--- config.mk ---
export PLATFORM = sky130hd
export DESIGN_NAME = jtframe_rom_arb_flat
export DESIGN_NICKNAME = d
export VERILOG_FILES = /design/src/rtl/jtframe_rom_arb_pkg.sv /design/src/rtl/jtframe_rom_arb_if.sv /design/src/rtl/jtframe_rom_arb_slot.sv /design/src/rtl/jtframe_rom_arb.sv /design/src/flat_wrapper.sv
export SDC_FILE = /design/constraint.sdc
export NUM_CORES = 1
export LEC_CHECK = 0
export CORE_UTILIZATION = 32
export DETAILED_ROUTE_END_ITERATION = 10
export PLACE_DENSITY = 0.52
export SYNTH_ARGS = -nofsm -noshare
export SYNTH_HDL_FRONTEND = slang
export SYNTH_SLANG_ARGS = --single-unit
--- constraint.sdc ---
create_clock -name clk -period 9.1 [get_ports clk]
set_input_delay 2.275 -clock clk [delete_from_list [all_inputs] [get_ports clk]]
set_output_delay 2.275 -clock clk [all_outputs]
set_load 0.02 [all_outputs]
--- src/rtl/jtframe_rom_arb_pkg.sv ---
// jtframe_rom_arb_pkg
// Shared types and helpers for the SDRAM ROM read arbiter.
//   arb_state_t : arbiter FSM states (IDLE, WAIT_ACK, WAIT_DATA)
//   fixed_pri   : lowest set index of a request mask (slot 0 wins)
//   next_rr     : first set index strictly after ptr, wrapping around
// Masks are always passed at MAX_SLOTS width with unused bits at zero. A
// wrap at MAX_SLOTS therefore gives the same order as a wrap at SLOTS.
package jtframe_rom_arb_pkg;

    localparam int MAX_SLOTS = 16;
    localparam int IDX_W     = 4;

    typedef enum logic [1:0] {
        IDLE      = 2'd0,
        WAIT_ACK  = 2'd1,
        WAIT_DATA = 2'd2
    } arb_state_t;

    function automatic logic [IDX_W-1:0] fixed_pri(input logic [MAX_SLOTS-1:0] mask);
        logic [IDX_W-1:0] idx;
        idx = '0;
        for (int i = MAX_SLOTS-1; i >= 0; i--) begin
            if (mask[i]) idx = IDX_W'(i);
        end
        return idx;
    endfunction

    function automatic logic [IDX_W-1:0] next_rr(input logic [MAX_SLOTS-1:0] mask,
                                                 input logic [IDX_W-1:0]     ptr);
        logic [IDX_W-1:0] idx;
        logic [IDX_W-1:0] cand;
        logic             found;
        idx   = ptr;
        found = 1'b0;
        // cand wraps naturally at 2^IDX_W == MAX_SLOTS; k == MAX_SLOTS revisits ptr last
        for (int k = 1; k <= MAX_SLOTS; k++) begin
            cand = ptr + IDX_W'(k);
            if (!found && mask[cand]) begin
                idx   = cand;
                found = 1'b1;
            end
        end
        return idx;
    endfunction

endpackage

--- src/rtl/jtframe_rom_arb_if.sv ---
// jtframe_rom_arb_if
// Bundles the client-side ROM slots and the SDRAM controller read port.
//   slave  : the arbiter's view (takes client requests and controller responses)
//   master : the environment's view (clients plus SDRAM controller)
// Signals:
//   downloading            ROM load in progress; invalidates all slots
//   slot_cs/slot_addr      per-slot request enable and packed address
//   slot_ok/slot_dout      per-slot data valid and packed 16-bit data
//   sdram_req/sdram_addr   read request and word address
//   sdram_ack              request accepted
//   data_dst/data_rdy      burst start (unused) and read data valid
//   data_read              SDRAM read data
interface jtframe_rom_arb_if #(
    parameter int SLOTS = 4,
    parameter int AW    = 22,
    parameter int SAW   = 18
);
    logic                 downloading;
    logic [SLOTS-1:0]     slot_cs;
    logic [SLOTS*SAW-1:0] slot_addr;
    logic [SLOTS-1:0]     slot_ok;
    logic [SLOTS*16-1:0]  slot_dout;
    logic                 sdram_req;
    logic [AW-1:0]        sdram_addr;
    logic                 sdram_ack;
    logic                 data_dst;
    logic                 data_rdy;
    logic [15:0]          data_read;

    modport slave (
        input  downloading, slot_cs, slot_addr, sdram_ack, data_dst, data_rdy, data_read,
        output slot_ok, slot_dout, sdram_req, sdram_addr
    );

    modport master (
        output downloading, slot_cs, slot_addr, sdram_ack, data_dst, data_rdy, data_read,
        input  slot_ok, slot_dout, sdram_req, sdram_addr
    );
endinterface

--- src/rtl/jtframe_rom_arb_slot.sv ---
// jtframe_rom_arb_slot
// One client slot: a single-word cache (valid/tag/data) with hit detection.
// Ports:
//   clk, rst     clock, asynchronous active-high reset
//   downloading  clears the valid bit
//   cs, addr     client request enable and address (byte or word address)
//   wr           fill strobe from the arbiter; wr_tag/wr_data are the new contents
//   wa           word address derived from addr
//   full_addr    OFFSET + wa, wrapping modulo 2^AW
//   pend         client wants data that is not cached
//   ok, dout     data valid for the current address, and the data
module jtframe_rom_arb_slot #(
    parameter int            AW     = 22,
    parameter int            SAW    = 18,
    parameter bit            BYTE   = 1'b0,
    parameter logic [AW-1:0] OFFSET = '0
) (
    input  logic           clk,
    input  logic           rst,
    input  logic           downloading,
    input  logic           cs,
    input  logic [SAW-1:0] addr,
    input  logic           wr,
    input  logic [SAW-1:0] wr_tag,
    input  logic [15:0]    wr_data,
    output logic [SAW-1:0] wa,
    output logic [AW-1:0]  full_addr,
    output logic           pend,
    output logic           ok,
    output logic [15:0]    dout
);

    logic           valid;
    logic [SAW-1:0] tag;
    logic [15:0]    data;
    logic           hit;

    assign wa        = BYTE ? {1'b0, addr[SAW-1:1]} : addr;
    assign full_addr = OFFSET + AW'(wa);

    assign hit  = valid && (tag == wa);
    assign pend = cs && !hit;
    assign ok   = cs && hit && !downloading;

    // Byte slots pick the lane from the address LSB and zero-extend.
    assign dout = BYTE ? {8'h00, (addr[0] ? data[15:8] : data[7:0])} : data;

    always_ff @(posedge clk or posedge rst) begin
        if (rst) begin
            valid <= 1'b0;
            tag   <= '0;
            data  <= '0;
        end else if (downloading) begin
            valid <= 1'b0;
        end else if (wr) begin
            valid <= 1'b1;
            tag   <= wr_tag;
            data  <= wr_data;
        end
    end

endmodule

--- src/rtl/jtframe_rom_arb.sv ---
// jtframe_rom_arb
// SDRAM read arbiter for SLOTS ROM clients, each with a one-word cache.
// Cache hits are answered combinationally. Misses are queued to the SDRAM
// controller one at a time, using fixed priority (RR=0) or round-robin (RR=1).
// Ports:
//   clk  system clock
//   rst  asynchronous active-high reset
//   bus  jtframe_rom_arb_if.slave (client slots plus SDRAM read port)
// Parameters: SLOTS, AW (SDRAM word address width), SAW (slot address width),
//   BYTE_MASK (bit i set = 8-bit slot), OFFSETS (slot i base at [i*AW +: AW]),
//   RR (arbitration mode).
module jtframe_rom_arb #(
    parameter int                  SLOTS     = 4,
    parameter int                  AW        = 22,
    parameter int                  SAW       = 18,
    parameter logic [SLOTS-1:0]    BYTE_MASK = '0,
    parameter logic [SLOTS*AW-1:0] OFFSETS   = '0,
    parameter bit                  RR        = 1'b0
) (
    input  logic               clk,
    input  logic               rst,
    jtframe_rom_arb_if.slave   bus
);

    import jtframe_rom_arb_pkg::*;

    arb_state_t           state;
    arb_state_t           state_nxt;
    logic [IDX_W-1:0]     sel;
    logic [IDX_W-1:0]     sel_nxt;
    logic [IDX_W-1:0]     ptr;
    logic [SAW-1:0]       tag_lat;
    logic [AW-1:0]        req_addr;
    logic                 req;
    logic                 fill;
    logic                 start;

    logic [SLOTS-1:0]     pend;
    logic [MAX_SLOTS-1:0] pend_ext;
    logic [SLOTS-1:0]     ok_v;
    logic [SLOTS*16-1:0]  dout_v;
    logic [SAW-1:0]       wa_arr [MAX_SLOTS];
    logic [AW-1:0]        fa_arr [MAX_SLOTS];

    // The controller's burst-start strobe carries no information here.
    logic                 unused_dst;
    assign unused_dst = bus.data_dst;

    // Arrays are sized for MAX_SLOTS so the 4-bit selection index always fits.
    for (genvar i = 0; i < MAX_SLOTS; i++) begin : g_slot
        if (i < SLOTS) begin : g_on
            jtframe_rom_arb_slot #(
                .AW     (AW),
                .SAW    (SAW),
                .BYTE   (BYTE_MASK[i]),
                .OFFSET (OFFSETS[i*AW +: AW])
            ) u_slot (
                .clk         (clk),
                .rst         (rst),
                .downloading (bus.downloading),
                .cs          (bus.slot_cs[i]),
                .addr        (bus.slot_addr[i*SAW +: SAW]),
                .wr          (fill && (sel == IDX_W'(i))),
                .wr_tag      (tag_lat),
                .wr_data     (bus.data_read),
                .wa          (wa_arr[i]),
                .full_addr   (fa_arr[i]),
                .pend        (pend[i]),
                .ok          (ok_v[i]),
                .dout        (dout_v[i*16 +: 16])
            );
        end else begin : g_off
            assign wa_arr[i] = '0;
            assign fa_arr[i] = '0;
        end
    end

    assign bus.slot_ok    = ok_v;
    assign bus.slot_dout  = dout_v;
    assign bus.sdram_req  = req;
    assign bus.sdram_addr = req_addr;

    assign pend_ext = MAX_SLOTS'(pend);
    assign sel_nxt  = RR ? next_rr(pend_ext, ptr) : fixed_pri(pend_ext);

    // State register
    always_ff @(posedge clk or posedge rst) begin
        if (rst) state <= IDLE;
        else     state <= state_nxt;
    end

    // Next-state logic; a download aborts any fetch in flight
    always_comb begin
        state_nxt = state;
        if (bus.downloading) begin
            state_nxt = IDLE;
        end else begin
            case (state)
                IDLE:      if (|pend) state_nxt = WAIT_ACK;
                // ack and data together count as ack followed by data
                WAIT_ACK:  if (bus.sdram_ack) state_nxt = bus.data_rdy ? IDLE : WAIT_DATA;
                WAIT_DATA: if (bus.data_rdy) state_nxt = IDLE;
                default:   state_nxt = IDLE;
            endcase
        end
    end

    // Output logic
    always_comb begin
        req   = (state == WAIT_ACK);
        start = !bus.downloading && (state == IDLE) && (|pend);
        fill  = !bus.downloading && bus.data_rdy &&
                ((state == WAIT_DATA) || ((state == WAIT_ACK) && bus.sdram_ack));
    end

    // Request latch. The tag is captured here so a fill lands on the address
    // that was actually fetched, even if the client moved on meanwhile.
    always_ff @(posedge clk or posedge rst) begin
        if (rst) begin
            sel      <= '0;
            tag_lat  <= '0;
            req_addr <= '0;
            ptr      <= IDX_W'(SLOTS-1);
        end else if (start) begin
            sel      <= sel_nxt;
            tag_lat  <= wa_arr[sel_nxt];
            req_addr <= fa_arr[sel_nxt];
            ptr      <= sel_nxt;
        end
    end

endmodule

--- src/flat_wrapper.sv ---
// flat-port wrapper written by rule: the top's interface ports become plain ports
module jtframe_rom_arb_flat import jtframe_rom_arb_pkg::*;
#(
    parameter int                  SLOTS     = 4,
    parameter int                  AW        = 22,
    parameter int                  SAW       = 18,
    parameter logic [SLOTS-1:0]    BYTE_MASK = '0,
    parameter logic [SLOTS*AW-1:0] OFFSETS   = '0,
    parameter bit                  RR        = 1'b0
)
  (clk, rst, bus_downloading, bus_slot_cs, bus_slot_addr, bus_sdram_ack, bus_data_dst, bus_data_rdy, bus_data_read, bus_slot_ok, bus_slot_dout, bus_sdram_req, bus_sdram_addr);
  jtframe_rom_arb_if #(.SLOTS(SLOTS), .AW(AW), .SAW(SAW)) bus_i ();
  input  logic clk;
  input  logic rst;
  input wire logic [$bits(bus_i.downloading)-1:0] bus_downloading;
  input wire logic [$bits(bus_i.slot_cs)-1:0] bus_slot_cs;
  input wire logic [$bits(bus_i.slot_addr)-1:0] bus_slot_addr;
  input wire logic [$bits(bus_i.sdram_ack)-1:0] bus_sdram_ack;
  input wire logic [$bits(bus_i.data_dst)-1:0] bus_data_dst;
  input wire logic [$bits(bus_i.data_rdy)-1:0] bus_data_rdy;
  input wire logic [$bits(bus_i.data_read)-1:0] bus_data_read;
  output wire logic [$bits(bus_i.slot_ok)-1:0] bus_slot_ok;
  output wire logic [$bits(bus_i.slot_dout)-1:0] bus_slot_dout;
  output wire logic [$bits(bus_i.sdram_req)-1:0] bus_sdram_req;
  output wire logic [$bits(bus_i.sdram_addr)-1:0] bus_sdram_addr;
  assign bus_i.downloading = bus_downloading;
  assign bus_i.slot_cs = bus_slot_cs;
  assign bus_i.slot_addr = bus_slot_addr;
  assign bus_i.sdram_ack = bus_sdram_ack;
  assign bus_i.data_dst = bus_data_dst;
  assign bus_i.data_rdy = bus_data_rdy;
  assign bus_i.data_read = bus_data_read;
  assign bus_slot_ok = bus_i.slot_ok;
  assign bus_slot_dout = bus_i.slot_dout;
  assign bus_sdram_req = bus_i.sdram_req;
  assign bus_sdram_addr = bus_i.sdram_addr;
  jtframe_rom_arb #(.SLOTS(SLOTS), .AW(AW), .SAW(SAW), .BYTE_MASK(BYTE_MASK), .OFFSETS(OFFSETS), .RR(RR)) u_core (.clk(clk), .rst(rst), .bus(bus_i));
endmodule
Word-level counts from Yosys, hierarchy flattened

Cells that the tools add are included.

Memories: 0
Memory bits (writable): 0
Bits in read-only memories: 0
Output and inout bits: 91
Register bits after elaboration: 186
Input port bits: 98
Logic and storage cells: 98
Bits in latches: 0

Magnitude comparators: 1
Shift-type cells: 0
Add/sub/neg operators: 0
Mux-type cells: 24
Multiply operators: 0
Eq/ne operators: 12
Div/mod/pow operators: 0
Bitwise operators: 2
Reduce and logical (&&, ||, !) cells: 43

Operators with widths:

| kind                                                                     | count |
|---|---|
| 22-bit binary-select mux with 4-bit select                               | 1 |
| 18-bit binary-select mux with 4-bit select                               | 1 |
| 18-bit == test                                                           | 4 |
| 22-bit 2-to-1 mux                                                        | 2 |
| 18-bit 2-to-1 mux                                                        | 2 |
| 1-bit logical AND                                                        | 25 |
| 2-bit 2-to-1 mux                                                         | 9 |
| 4-bit by 2-bit == test with 1-bit output (second input constant)         | 2 |
| 1-bit 2-to-1 mux                                                         | 8 |
| 2-bit AND reduction                                                      | 4 |
| 2-bit nonzero test                                                       | 4 |
| 3-bit inequality test (second input constant)                            | 2 |
| 2-bit one-hot mux with 3 select lines                                    | 1 |
| 5-bit greater-or-equal comparator (second input constant)                | 1 |
| 1-bit zero test                                                          | 5 |
| 2-bit inverter with 5-bit output                                         | 1 |
| 4-bit by 1-bit == test with 1-bit output (second input constant)         | 1 |
| 4-bit zero test                                                          | 1 |
| 4-bit OR reduction                                                       | 1 |
| 3-bit by 2-bit inequality test with 1-bit output (second input constant) | 1 |
| 3-bit AND reduction                                                      | 1 |
| 2-bit by 1-bit == test with 1-bit output (second input constant)         | 1 |
| 2-bit == test (second input constant)                                    | 1 |
| 2-bit zero test                                                          | 1 |
| 2 further kinds                                                          | 2 |

Logic depth before layout (Yosys ltp)

Gate-level depths: netlist of run 1.

Depth in word-level cells: 12
Depth in mapped cells: 9
Mapped depth without buffers: 7

Hierarchy

Synthesis of run 1 repeated with hierarchy kept, for this count alone.

Cell total of the unflattened synthesis: 1,064
Area total of the unflattened synthesis: 11,135.7 sq um

Modules (own cells, without submodules):

| module               | instances | cells each | area each (sq um) | sequential area each (sq um) |
|---|---|---|---|---|
| jtframe_rom_arb_slot | 4         | 146        | 1,844.3           | 875.8 |
| jtframe_rom_arb      | 1         | 480        | 3,758.6           | 1,101.1 |

Least setup slack after synthesis of run 1

OpenSTA, ideal clock, no wires.

Kind: input to output
Start: input bus_slot_addr[24]
End: output bus_slot_ok[1]
Path slack: 3.345 ns
Arrival time: 3.480 ns
Data required time: 6.825 ns
Buffers on the path: 1
Stages: 5
Path through: xnor2_1 nand4_1 or4_1 nor4b_1 buf_4

Cells in the longest elaborated chain, start to end: 4

Ends and longest elaborated chain:

| item                            | RTL line                   | text |
|---|---|---|
| start: declaration              | flat_wrapper.sv:17         | `input wire logic [$bits(bus_i.slot_addr)-1:0] bus_slot_addr;` |
| 18-bit == test                  | jtframe_rom_arb_slot.sv:41 | `assign hit = valid && (tag == wa);` |
| 1-bit logical AND               | jtframe_rom_arb_slot.sv:41 |  |
| 1-bit logical AND (2 in series) | jtframe_rom_arb_slot.sv:43 | `assign ok = cs && hit && !downloading;` |
| end: declaration                | flat_wrapper.sv:22         | `output wire logic [$bits(bus_i.slot_ok)-1:0] bus_slot_ok;` |

No other way between the ends.

Final worst setup path of run 1

Start: input bus_slot_addr[19]
End: output bus_slot_ok[1]

Same word-level chain as after synthesis.

==> results of run 1 <==
routing by layer:
layer | vias up | routed length (µm) | GRT usage | part of all wire
met5 | - | 10 | 0 | 0.00043
met4 | 2 | 325 | 0.06489 | 0.014
met3 | 22 | 1794 | 0.06278 | 0.078
met2 | 196 | 11070 | 0.3297 | 0.48
met1 | 2779 | 9896 | 0.2450 | 0.43
li1 | 2503 | - | - | -
flip-flops by register name (all words and copies together), names as in the netlist:
signal and count:
u_core.g_slot.g_on.u_slot.tag 72, u_core.bus.sdram_addr 18, u_core.g_slot.g_on.u_slot.dout 64, u_core.g_slot.g_on.u_slot.valid 4, u_core.state 2, u_core.sel 2
cell families after synthesis:
group | Yosys count
xor gates and xnor gates | 72
muxes | 136
AOI/OAI and AO/OA | 55
and+or+nand+nor | 131
buffers and inverters | 45
DFF | 162
other | 1
synth_stat cells (all sizes together) (6+ instances only):
| cell type | n | area, µm² |
|---|---|---|
| nor2 | 22 | 82.58 |
| mux2 | 136 | 1531 |
| dfrtp | 162 | 4054 |
| nand2b | 18 | 112.6 |
| inv | 9 | 33.78 |
| a21oi | 19 | 95.09 |
| nor3 | 28 | 140.1 |
| nand3b | 18 | 135.1 |
| o21ai | 6 | 33.78 |
| buf | 15 | 120.1 |
| xnor2 | 60 | 525.5 |
| clkbuf | 21 | 78.83 |
| o41ai | 20 | 193.9 |
| nand2 | 20 | 75.07 |
| xor2 | 12 | 105.1 |
| nand4 | 17 | 106.4 |
placed cells by master (no fill, tap or decap), drive strengths merged, types with 11 or more instances in the layout:
master / n
clkdlybuf4s50: 183
dfrtp: 162
mux2: 136
xnor2: 60
nor3: 28
clkbuf: 23
nor2: 22
nand2: 20
o41ai: 20
a21oi: 19
nand2b: 18
nand3b: 18
nand4: 17
buf: 14
xor2: 12
inv: 11
critical path, stage by stage:
cell and delay, ns:
clkdlybuf4s50_1 0.52, xnor2_1 0.16, nand4_1 0.22, or4_1 0.64
nor4b_1 0.38, clkdlybuf4s50_1 0.68
final cells by class:
| type | count | area [µm²] |
|---|---|---|
| Fill cell | 2100 | 12560 |
| Sequential cell | 162 | 4054 |
| Multi-Input combinational cell | 398 | 3311 |
| Timing Repair Buffer | 197 | 1937 |
| Clock buffer | 23 | 498.0 |
| Tap cell | 313 | 391.6 |
| Clock inverter | 9 | 120.1 |
| Inverter | 9 | 38.79 |
| Antenna cell | 1 | 2.502 |
worst paths after layout:
path,cells after the start,endpoint
worst max-delay path,6,bus_slot_ok[1]
worst min-delay path,1,u_core.g_slot[2].g_on.u_slot.valid
worst max register to register,8,u_core.bus.sdram_addr[0]
worst min register to register,1,u_core.g_slot[2].g_on.u_slot.valid
max in group asynchronous,3,u_core.g_slot[2].g_on.u_slot.valid
min in group asynchronous,2,u_core.g_slot[1].g_on.u_slot.dout[10]
power breakdown:
part           switching (mW)  internal, mW
Sequential              0.192         0.995
Combinational           0.469         0.561
Clock                   0.301         0.445
metrics by stage:
stage / total power, mW / area, µm² / util / cells
2_1_floorplan: 1.743 / 7576 / - / 605
3_3_place_gp: 2.209 / 9732 / 0.4247 / 1079
3_5_place_dp: 2.232 / 9732 / 0.4247 / 1079
4_1_cts: 2.996 / 10350 / 0.4517 / 1111
5_1_grt: 3.123 / 10350 / 0.4517 / 1111
6_report: 2.964 / 10350 / 0.4518 / 1112
==> impl_results.md, run 1 <==
* 1st-iter DRT viols at between 200 and 250
* H-tree level count at 4
* # Post-CTS Setup Buffers at 0
* Layout cells sized above 1 at 0.2381
* Area growth, synth to finish at 36.85%
* Largest family of logic cells by synthesized area: multiplexers
* Cts hold-fix bufs at 0
* IO Pins at about 190
* Max_cap viols at 0
* Via count at approximately 5500
* Synth warnings at 0
* Clk_lat worst skew at approximately 0.42 ns
* Final max-slew violation count at 0
* Largest net degree at the start of global routing at 96
* Place WS at 1.950 ns
* # setup viols final at 0
* Pre-Repair DR Iteration Count at 4
* HPWL after DPL at approximately 16 mm
* Max VDD drop at ~0.00014 V
* Initial antenna violation count at 2
* Final Critical Period at ~7 ns
* Root buffer cell: clkbuf_16
* Core area at 22920 µm²
* Clock sink count at between 150 and 200
* CP endpoint kind: output pin
* Crit path launch: bus_slot_addr[19]
* Worst Path Class, Setup: in2out
* Initial Util at 0.3301
* Vias in the first global route at between 6000 and 7000
* Slew headroom at 0.2831
* RSZ-0062 raised after global routing: no
* Synth Area in Simple Gates at 0.09444
* FMAX at between 100 and 150 MHz
* First-pass GRT wire length at 35.94 mm
* XOR/XNOR Fraction of Synth Area at 0.08336
* CTS tree: built
* Clock Skew at 0.01187 ns
* NumNets Final at 883
* Mapped Area at around 7600 µm²
* Setup_tns at 0 ns
* Fin crit share at 0.7856
* Final wirelength at roughly 23 mm
* Gpl congestion at 0.8151
* R2R Path Start: u_core.g_slot[0].g_on.u_slot.tag[4]
* Synth Area in Compound Gates at 0.05260
* Die Ht at about 160 µm
* Fraction of synthesized area in multiplexers at 0.2024
* Critical Path AT at 4.87 ns
* Post-synth EDFFs at 0
* Port bufs at approximately 180
* Data required, critical path at 6.83 ns
* Die area at ~24000 µm²
* Syn Inst Count at 602
* Hold path startpoint: u_core.g_slot[2].g_on.u_slot.valid
* GRT Residual Overflow at 0
* Post-Syn Area per Cell at between 10 and 15 µm²
* Gates resized, CTS repair at 0
* Measured slew at the worst slew-check pin at 1.075 ns
* CTS clk-pin slew, worst paths at 0.06 ns
* Ys flop type: dfrtp_1
* Hold/Removal Path Class: reg2reg
* FP Rows at 55
* Final setup margin at just under 2 ns
* Synth Area in Adders at 0
* Status: completed
* PD cells at 286.3 nW/µm²
* Synth unique cells at 34
* Routed Antenna Nets at 0
* Critical Path Fanout Max at 3
* Crit start category: primary input
* Fin Hold WS at between 0.4 and 0.5 ns
* DRC violations left at 0
* DR vias/cell at approximately 4.9
* Die extent in x at between 150 and 200 µm
* Sequential cell area fraction in the yosys report at 0.5359
* Final count of hold timing violations at 0
* Synth Register Bits at 162
* Routed len/inst at between 20 and 25 µm
* CTS Buf Count at 17
* Reg2reg setup slack at ~5.5 ns
* LEAKAGE at roughly 4.4 nW
* All-Layer GR Usage at 0.1988
* FFs w/ async S/R, synth at 1.000
* Clk buf depth at 2
Note: power is estimated with default switching activity, not from simulation.
==> run 2: changes to the inputs <==
Settings changed: PLACE_DENSITY 0.52 to 0.54.
Clock period 9.1 ns to 6.2 ns, I/O delays scaled along.
==> impl_results.md, run 2 (synthesis results as in run 1) <==
* Die extent in x at 155.8 µm (unchanged)
* Routed Antenna Nets at 0 (unchanged)
* Max reg flops at 72 (unchanged)
* Final max-slew violation count at 0 (unchanged)
* Register area at 4054 µm² (unchanged)
* Data required, critical path at 4.65 ns (-2.18 ns)
* H-tree level count at 4 (unchanged)
* Clk buf depth at 2 (unchanged)
* Root buffer cell: clkbuf_16
* Final count of hold timing violations at 0 (unchanged)
* Fin Hold WS at 0.4842 ns (+0.0006590 ns)
* Gpl congestion at 0.8166 (+0.18%)
* Area of the multi-input gates at 3314 µm² (+0.11%)
* Initial Util at 0.3301 (unchanged)
* Vias in the first global route at 5965 (-3.6%)
* Critical Path Fanout Max at 3 (unchanged)
* Initial antenna violation count at 1 (-1)
* Fillers at 2089 (-0.52%)
* First-pass GRT wire length at 35.54 mm (-1.1%)
* Clk_lat worst skew at 0.42 ns (about the same)
* CTS tree: built
* CTS clk-pin slew, worst paths at 0.06 ns (about the same)
* Largest net degree at the start of global routing at 76 (-21%)
* Critical Path AT at 4.29 ns (-0.58 ns)
* Cts hold-fix bufs at 0 (unchanged)
* Core area at 22920 µm² (unchanged)
* IO Pins at 189 (unchanged)
* Commonest non-fill, non-tap cells in the layout: clkdlybuf4s50_1, dfrtp_1, mux2_2, xnor2_1, nor3_1
* Measured slew at the worst slew-check pin at 1.102 ns (+0.02692 ns)
* Status: completed
* Most flops, register: u_core.g_slot.g_on.u_slot.tag
* Gates resized, CTS repair at 0 (unchanged)
* Max VDD drop at 0.0002250 V (+55%)
* Number of diodes at 0 (-1)
* Final Critical Period at between 5 and 6 ns
* FMAX at between 150 and 200 MHz
* # Post-CTS Setup Buffers at 0 (unchanged)
* 1st-iter DRT viols at 231 (+2.2%)
* Crit start category: primary input
* Die Ht at 155.8 µm (unchanged)
* Most common cell after layout, fill and taps aside: clkdlybuf4s50_1
* Clock Skew at 0.009435 ns (-0.002435 ns)
* Max_cap viols at 0 (unchanged)
* Slew headroom at 0.2651 (-0.01795)
* Worst Path Class, Setup: in2out
* LEAKAGE at 4.352 nW (-0.36%)
* Via count at 5470 (-0.58%)
* FP Rows at 55 (unchanged)
* Routed len/inst at 20.57 µm (-0.93%)
* HPWL after DPL at 15.94 mm (-0.62%)
* All-Layer GR Usage at 0.1978 (-0.001089)
* RSZ-0062 raised after global routing: no
* Final wirelength at 22.86 mm (-1.0%)
* Setup_tns at 0 ns (unchanged)
* Layout cells sized above 1 at 0.2406 (+0.002506)
* CTS Buf Count at 17 (unchanged)
* DRC violations left at 0 (unchanged)
* Pre-Repair DR Iteration Count at 4 (unchanged)
* DR vias/cell at 4.923 (-0.49%)
* Area growth, synth to finish at 36.57%
* Port bufs at 183 (unchanged)
* Clock sink count at 162 (unchanged)
* PD cells at 417.3 nW/µm² (+46%)
* GRT Residual Overflow at 0 (unchanged)
* # setup viols final at 0 (unchanged)
* CP endpoint kind: output pin
* Die area at 24260 µm² (unchanged)
* Fin crit share at 0.9422
* NumNets Final at 883 (unchanged)
* Hold/Removal Path Class: reg2reg
## run 2: cell count changes in the layout (fill, tap and decap cells not counted)
cell | before | now
a21boi_1 | 1 | 0
a21boi_2 | 0 | 1
clkbuf_1 | 1 | 0
clkbuf_8 | 5 | 1
clkinv_2 | 0 | 2
clkinvlp_4 | 1 | 3
diode_2 | 1 | 0
inv_8 | 0 | 1
## run 2: metrics by stage
step | power, mW | setup slack, ns | util | cell area, µm² | std cells
3_3_place_gp | 3.242 | 0.5066 | 0.4248 | 9736 | 1079
6_report | 4.311 | 0.3582 | 0.4508 | 10330 | 1111
3_5_place_dp | 3.277 | 0.5191 | 0.4248 | 9736 | 1079
5_1_grt | 4.558 | 0.2644 | 0.4508 | 10330 | 1111
4_1_cts | 4.364 | 0.4992 | 0.4508 | 10330 | 1111
2_1_floorplan | 2.558 | 0.2734 | - | 7576 | 605
## run 2: final timing paths
kind,from,to,slack (ns),cells after the start
max,bus_slot_addr[4],bus_slot_ok[0],0.36,6
min,u_core.g_slot[0].g_on.u_slot.valid,u_core.g_slot[0].g_on.u_slot.valid,0.48,1
max reg2reg,u_core.g_slot[0].g_on.u_slot.tag[4],u_core.bus.sdram_addr[12],2.93,7
min reg2reg,u_core.g_slot[0].g_on.u_slot.valid,u_core.g_slot[0].g_on.u_slot.valid,0.48,1
max in group asynchronous,rst,u_core.g_slot[2].g_on.u_slot.dout[10],3.39,3
min in group asynchronous,rst,u_core.g_slot[0].g_on.u_slot.tag[1],1.62,2
## run 2: cell type report
class	count	area share
clock inverter	14	0.01514
multi-input combinational	398	0.3208
tap	313	0.03791
timing repair buffer	197	0.1875
clock buffer	18	0.04251
inverter	9	0.003754
sequential	162	0.3924
## run 2: critical path: stages
cell and delay, ns:
clkdlybuf4s50_1 0.46, xnor2_1 0.41, nand4_1 0.18, or4_4 0.57, nor4b_1 0.43, clkdlybuf4s50_1 0.70
## run 2: power by group
group | switching [mW] | internal, mW
registers | 0.283 | 1.46
clock network | 0.446 | 0.610
logic | 0.687 | 0.825
total | 1.42 | 2.89
## run 2: per-layer routing
| metal | vias to the layer above | global-route usage | routed length (µm) |
|---|---|---|---|
| met3 | 18 | 0.07500 | 2076 |
| met1 | 2755 | 0.2521 | 9728 |
| met5 | - | 0 | 13 |
| met4 | 2 | 0.05415 | 320 |
| met2 | 199 | 0.3128 | 10720 |
| li1 | 2496 | - | - |
